$ cat src/rtl/sram_like_arb.sv
`default_nettype none
// +--------------------------------------------------------------------------+
// | Module      : sram_like_arb                                              |
// | Description : Two-master arbiter for the bridge's SRAM-like data port.   |
// |               m0 = uncached/MMIO path, m1 = D-cache refill/writeback.    |
// |               The grant is held until the slave accepts. The owner of    |
// |               each accepted transaction goes into an in-order tag FIFO   |
// |               that steers data_ok back to the right master.              |
// | Options     : SRAM_ARB_RR_EN defined   -> round-robin on contention      |
// |               SRAM_ARB_RR_EN undefined -> fixed priority, m1 over m0     |
// | Revision    : 1.0 - initial release                                      |
// +--------------------------------------------------------------------------+
module sram_like_arb #(
    parameter int DEPTH = 4
) (
    input  logic        clk,
    input  logic        reset,
    // master 0 (uncached / MMIO)
    input  logic        m0_req,
    input  logic        m0_wr,
    input  logic [1:0]  m0_size,
    input  logic [31:0] m0_addr,
    input  logic [3:0]  m0_wstrb,
    input  logic [31:0] m0_wdata,
    output logic        m0_addr_ok,
    output logic        m0_data_ok,
    output logic [31:0] m0_rdata,
    // master 1 (D-cache)
    input  logic        m1_req,
    input  logic        m1_wr,
    input  logic [1:0]  m1_size,
    input  logic [31:0] m1_addr,
    input  logic [3:0]  m1_wstrb,
    input  logic [31:0] m1_wdata,
    output logic        m1_addr_ok,
    output logic        m1_data_ok,
    output logic [31:0] m1_rdata,
    // bridge data port
    output logic        s_req,
    output logic        s_wr,
    output logic [1:0]  s_size,
    output logic [31:0] s_addr,
    output logic [3:0]  s_wstrb,
    output logic [31:0] s_wdata,
    input  logic [31:0] s_rdata,
    input  logic        s_addr_ok,
    input  logic        s_data_ok,
    // sticky ordering error
    output logic        ord_err
);

    localparam int                 c_PTR_W    = $clog2(DEPTH);
    localparam logic [c_PTR_W-1:0] c_PTR_ONE  = c_PTR_W'(1);
    localparam logic [c_PTR_W:0]   c_CNT_ONE  = (c_PTR_W + 1)'(1);
    localparam logic [c_PTR_W:0]   c_FULL_CNT = (c_PTR_W + 1)'(DEPTH);

    logic                 w_grant;
    logic                 w_full;
    logic                 w_empty;
    logic                 w_accept;
    logic                 w_pop;
    logic                 w_head;

    logic                 r_locked;
    logic                 r_lock_id;
    logic                 r_ord_err;
    logic [c_PTR_W-1:0]   r_wptr;
    logic [c_PTR_W-1:0]   r_rptr;
    logic [c_PTR_W:0]     r_count;
    logic                 r_tag [DEPTH];

`ifdef SRAM_ARB_RR_EN
    logic                 r_last;
`endif

    // Grant: a pending (locked) request keeps its master; otherwise sole requester or priority rule
    always_comb begin
        w_grant = 1'b0;
        if (r_locked) begin
            w_grant = r_lock_id;
        end else if (m0_req && m1_req) begin
`ifdef SRAM_ARB_RR_EN
            w_grant = ~r_last;
`else
            w_grant = 1'b1;
`endif
        end else if (m1_req) begin
            w_grant = 1'b1;
        end
    end

    assign w_full   = (r_count == c_FULL_CNT);
    assign w_empty  = (r_count == '0);
    assign w_head   = r_tag[r_rptr];

    // Request path: full blocks the request even if a pop happens this cycle
    assign s_req    = (m0_req | m1_req) & ~w_full & ~reset;
    assign s_wr     = w_grant ? m1_wr    : m0_wr;
    assign s_size   = w_grant ? m1_size  : m0_size;
    assign s_addr   = w_grant ? m1_addr  : m0_addr;
    assign s_wstrb  = w_grant ? m1_wstrb : m0_wstrb;
    assign s_wdata  = w_grant ? m1_wdata : m0_wdata;

    assign w_accept   = s_req & s_addr_ok;
    assign m0_addr_ok = w_accept & ~w_grant;
    assign m1_addr_ok = w_accept &  w_grant;

    // Response path: a data_ok with nothing outstanding is dropped and flagged
    assign w_pop      = s_data_ok & ~w_empty & ~reset;
    assign m0_data_ok = w_pop & ~w_head;
    assign m1_data_ok = w_pop &  w_head;
    assign m0_rdata   = s_rdata;
    assign m1_rdata   = s_rdata;
    assign ord_err    = r_ord_err & ~reset;

    // Lock the grant while a presented request waits for addr_ok
    always_ff @(posedge clk) begin
        if (reset) begin
            r_locked  <= 1'b0;
            r_lock_id <= 1'b0;
        end else if (w_accept) begin
            r_locked  <= 1'b0;
        end else if (s_req) begin
            r_locked  <= 1'b1;
            r_lock_id <= w_grant;
        end
    end

`ifdef SRAM_ARB_RR_EN
    // Remember the last accepted master so the other one wins the next contest
    always_ff @(posedge clk) begin
        if (reset) begin
            r_last <= 1'b1;
        end else if (w_accept) begin
            r_last <= w_grant;
        end
    end
`endif

    // Tag storage carries no reset; entries are only read when the count says they are valid
    always_ff @(posedge clk) begin
        if (w_accept) begin
            r_tag[r_wptr] <= w_grant;
        end
    end

    // FIFO pointers and occupancy; push and pop together leave the count unchanged
    always_ff @(posedge clk) begin
        if (reset) begin
            r_wptr  <= '0;
            r_rptr  <= '0;
            r_count <= '0;
        end else begin
            if (w_accept) begin
                r_wptr <= r_wptr + c_PTR_ONE;
            end
            if (w_pop) begin
                r_rptr <= r_rptr + c_PTR_ONE;
            end
            case ({w_accept, w_pop})
                2'b10:   r_count <= r_count + c_CNT_ONE;
                2'b01:   r_count <= r_count - c_CNT_ONE;
                default: r_count <= r_count;
            endcase
        end
    end

    // Sticky flag for a response that has no outstanding transaction
    always_ff @(posedge clk) begin
        if (reset) begin
            r_ord_err <= 1'b0;
        end else if (s_data_ok && w_empty) begin
            r_ord_err <= 1'b1;
        end
    end

endmodule
`default_nettype wire

$ cat config.mk
export PLATFORM = sky130hd
export DESIGN_NAME = sram_like_arb
export DESIGN_NICKNAME = d
export VERILOG_FILES = /design/src/rtl/sram_like_arb.sv
export SDC_FILE = /design/constraint.sdc
export NUM_CORES = 1
export LEC_CHECK = 0
export CAP_MARGIN = 20
export CORE_AREA = 2 2 125 127
export CTS_CLUSTER_DIAMETER = 100
export DETAILED_ROUTE_END_ITERATION = 7
export DIE_AREA = 0 0 127 129
export GPL_ROUTABILITY_DRIVEN = 0
export PLACE_DENSITY_LB_ADDON = 0.05
export SYNTH_ARGS = -nofsm -noshare
export SYNTH_HDL_FRONTEND = slang
export SYNTH_SLANG_ARGS = --single-unit
$ cat constraint.sdc
create_clock -name clk -period 2.3 [get_ports clk]
set_clock_uncertainty 0.1 [all_clocks]
set_input_delay 0.345 -clock clk [delete_from_list [all_inputs] [get_ports clk]]
set_output_delay 0.345 -clock clk [all_outputs]
set_load 0.05 [all_outputs]
==> results.sh <==
export IMPL_worst_slew_pin_slew_ns=0.410
export IMPL_num_rows=45
export IMPL_start_util=0.144
export IMPL_drt_iter0_drc=27
export IMPL_hold_path_class="reg -> reg"
export IMPL_worst_path_largest_cell_delay_ns=0.38
export IMPL_clock_fmax_mhz=447
export IMPL_holdPathStages=2
export IMPL_synth_nets=411
export IMPL_postRouteAntennaNets=0
export IMPL_period_share=0.973
export IMPL_hold_violations=0
export IMPL_synth_edf_count=4
export IMPL_core_um2=15000
export IMPL_dp_cells=589
export IMPL_fillers=1562
export IMPL_synth_main_ff_cell="dfxtp_1"
export IMPL_rsz0062_at_grt="yes"
export IMPL_yosysWarnings=0
export IMPL_ys_ff_latch=16
export IMPL_cp_end_kind="flop"
export IMPL_synthAdderAreaFrac=0.0383
export IMPL_fin_cells=597
export IMPL_worstPathRequired_ns=2.38
export IMPL_start_kind="flop"
export IMPL_die_area_um2=16400
export IMPL_power_density_nw_per_um2=452
export IMPL_cts_tree="done"
export IMPL_wl_per_cell_um=18.3
export IMPL_power_leakage_nw=1.89
export IMPL_io_buffers=224
export IMPL_period_minus_slack_ns=2.24
export IMPL_critPathKind="reg -> reg"
export IMPL_syn_area_um2=2160
export IMPL_dr_total_vias=2271
export IMPL_via_per_inst=3.80
export IMPL_root_buffer="clkbuf_16"
export IMPL_firstDrtPassIters=3
export IMPL_synthTopCellsByCount="65 x buf_4, 57 x mux2_1, 14 x mux2_2, 12 x dfxtp_1, 12 x nor2_1"
export IMPL_grt_pass1_wl_mm=15.8
export IMPL_synth_top_family_by_area="multiplexers"
export IMPL_arrival_ns=2.32
export IMPL_fin_total_pwr_mw=2.06
export IMPL_crit_cells=9
export IMPL_yosysMostFrequentCell="buf_4"
export IMPL_cp_num_buf_inv=2
export IMPL_antenna_found_initial=0
export IMPL_peakVddDrop_mv=0.208
export IMPL_final_core_util=0.305
export IMPL_drive_above_1_share=0.352
export IMPL_cts_buffer_depth=2
export IMPL_area_delta_synth_final_pct=112
export IMPL_synthMuxAreaShare=0.386
export IMPL_path_cells="or3b_4 > and3_4 > inv_4 > ha_4 > inv_1 > fa_2 > xor2_1 > or3_1 > a21oi_2"
export IMPL_dp_slack_ns=-0.457
export IMPL_grt_ovfl_total=0
export IMPL_clock_latency_ns=0.25
export IMPL_r2r_cells=9
export IMPL_grtUsageTotal=0.131
export IMPL_fp_dieW_um=127
export IMPL_slew_viol_final=0
export IMPL_cts_sinks=16
export IMPL_dpl_hpwl_mm=9.60
export IMPL_yosys_area_top_type="mux2_1"
export IMPL_drv_cap=0
export IMPL_synth_xor_area_frac=0.0163
export IMPL_cp_slowest_cell="or3b_4"
export IMPL_yosysUniqueCellTypes=30
export IMPL_setup_slack_ns=0.0624
export IMPL_synth_simple_area_share=0.0789
export IMPL_layout_nets=596
export IMPL_cts_hold_buf=0
export IMPL_crit_fanout=2
export IMPL_slew_headroom=0.723
export IMPL_die_h_um=129
export IMPL_synth_compound_area_frac=0.0360
export IMPL_async_flop_share=0
export IMPL_status="complete, no violations"
export IMPL_numCtsBuffers=3
export IMPL_synth_top_cell_area_share=0.298
export IMPL_htreeDepth=1
export IMPL_clk_pin_slew_ns=0.05
export IMPL_critPathTopFamily="simple AND/OR/NAND/NOR gates"
export IMPL_setup_violations=0
export IMPL_drt_wl_total_mm=10.9
export IMPL_synth_area_leaders="mux2_1 30%, buf_4 23%, dfxtp_1 11%, mux2_2 7.3%, edfxtp_1 5.6%"
export IMPL_grt_max_degree=15
export IMPL_drc_errors=0
export IMPL_grt_pass1_vias=2556
export IMPL_synth_area_per_cell_um2=9.58
export IMPL_pin_count=321
export IMPL_diodes=0
export IMPL_yosysSeqAreaShare=0.167
export IMPL_syn_inst=225
[cells by family (layout without fill, tap and decap cells)]
family,Yosys count,count (layout)
xor gates and xnor gates,4,4
DFF,16,16
buffers and inverters,82,266
adders and majority gates,6,6
muxes,73,73
AOI/OAI and AO/OA,13,13
and+or+nand+nor,31,31
[tightest hold or removal path, cell delays in order (launching register included)]
cell	delay (ns)
dfxtp_1	0.34
a21oi_1	0.05
nor2_1	0.07
[through the flow]
| stage | hold WS [ns] | instance area [µm²] | TNS (ns) |
|---|---|---|---|
| after floorplan | 0.329 | 2170 | -0.000751 |
| after global placement | 0.406 | 4240 | -9.96 |
| after detailed placement | 0.388 | 4240 | -10.41 |
| after CTS | 0.403 | 4520 | -0.152 |
| after global routing | 0.440 | 4560 | -0.0120 |
| final | 0.396 | 4560 | 0 |
[layout make-up]
| class | instances | area, µm² | area share |
|---|---|---|---|
| clock buffer | 3 | 75.1 | 0.0165 |
| clock inverter | 1 | 3.75 | 0.000823 |
| inverter | 8 | 32.5 | 0.00713 |
| multi-input combinational | 127 | 1280 | 0.281 |
| sequential | 16 | 367 | 0.0804 |
| tap | 188 | 235 | 0.0516 |
| timing repair buffer | 254 | 2570 | 0.563 |
[routing by layer]
layer / share of wire / up-vias / global-route usage
met5: 0 / - / 0
met4: 0.028 / 0 / 0.0394
met3: 0.059 / 33 / 0.0237
met2: 0.60 / 115 / 0.291
met1: 0.31 / 1040 / 0.117
li1: - / 1083 / -
[cells in the final DEF (no fill, tap or decap), types with 3 or more instances in the layout]
cell type        count
clkdlybuf4s50_1    144
buf_4               71
mux2_1              52
buf_6               16
buf_12              13
nor2_1              11
mux2_2              10
mux2_4               9
dfxtp_1              9
inv_1                7
buf_8                6
and2_1               5
nor3_1               4
xor2_1               4
a21oi_1              4
ha_1                 4
edfxtp_1             4
o21ai_0              3
clkbuf_16            3
[power breakdown]
group | internal [mW] | switching, mW
clock network | 0.231 | 0.113
logic | 0.653 | 0.744
registers | 0.310 | 0.0132
total | 1.19 | 0.870
[worst paths after layout]
| path | start | endpoint | slack, ns |
|---|---|---|---|
| hold / removal | r_ord_err | r_ord_err | 0.40 |
| setup reg to reg | r_count[2] | r_count[2] | 0.06 |
| hold reg to reg | r_ord_err | r_ord_err | 0.40 |
| setup / recovery | r_count[2] | r_count[2] | 0.06 |
[timing repair]
action                     CTS  global route
resized for setup           38            17
setup buffers                2             1
setup endpoints to repair   71            18
pin swaps                    0             2
cloned                       2             0
(Power assumes the default switching activity.)
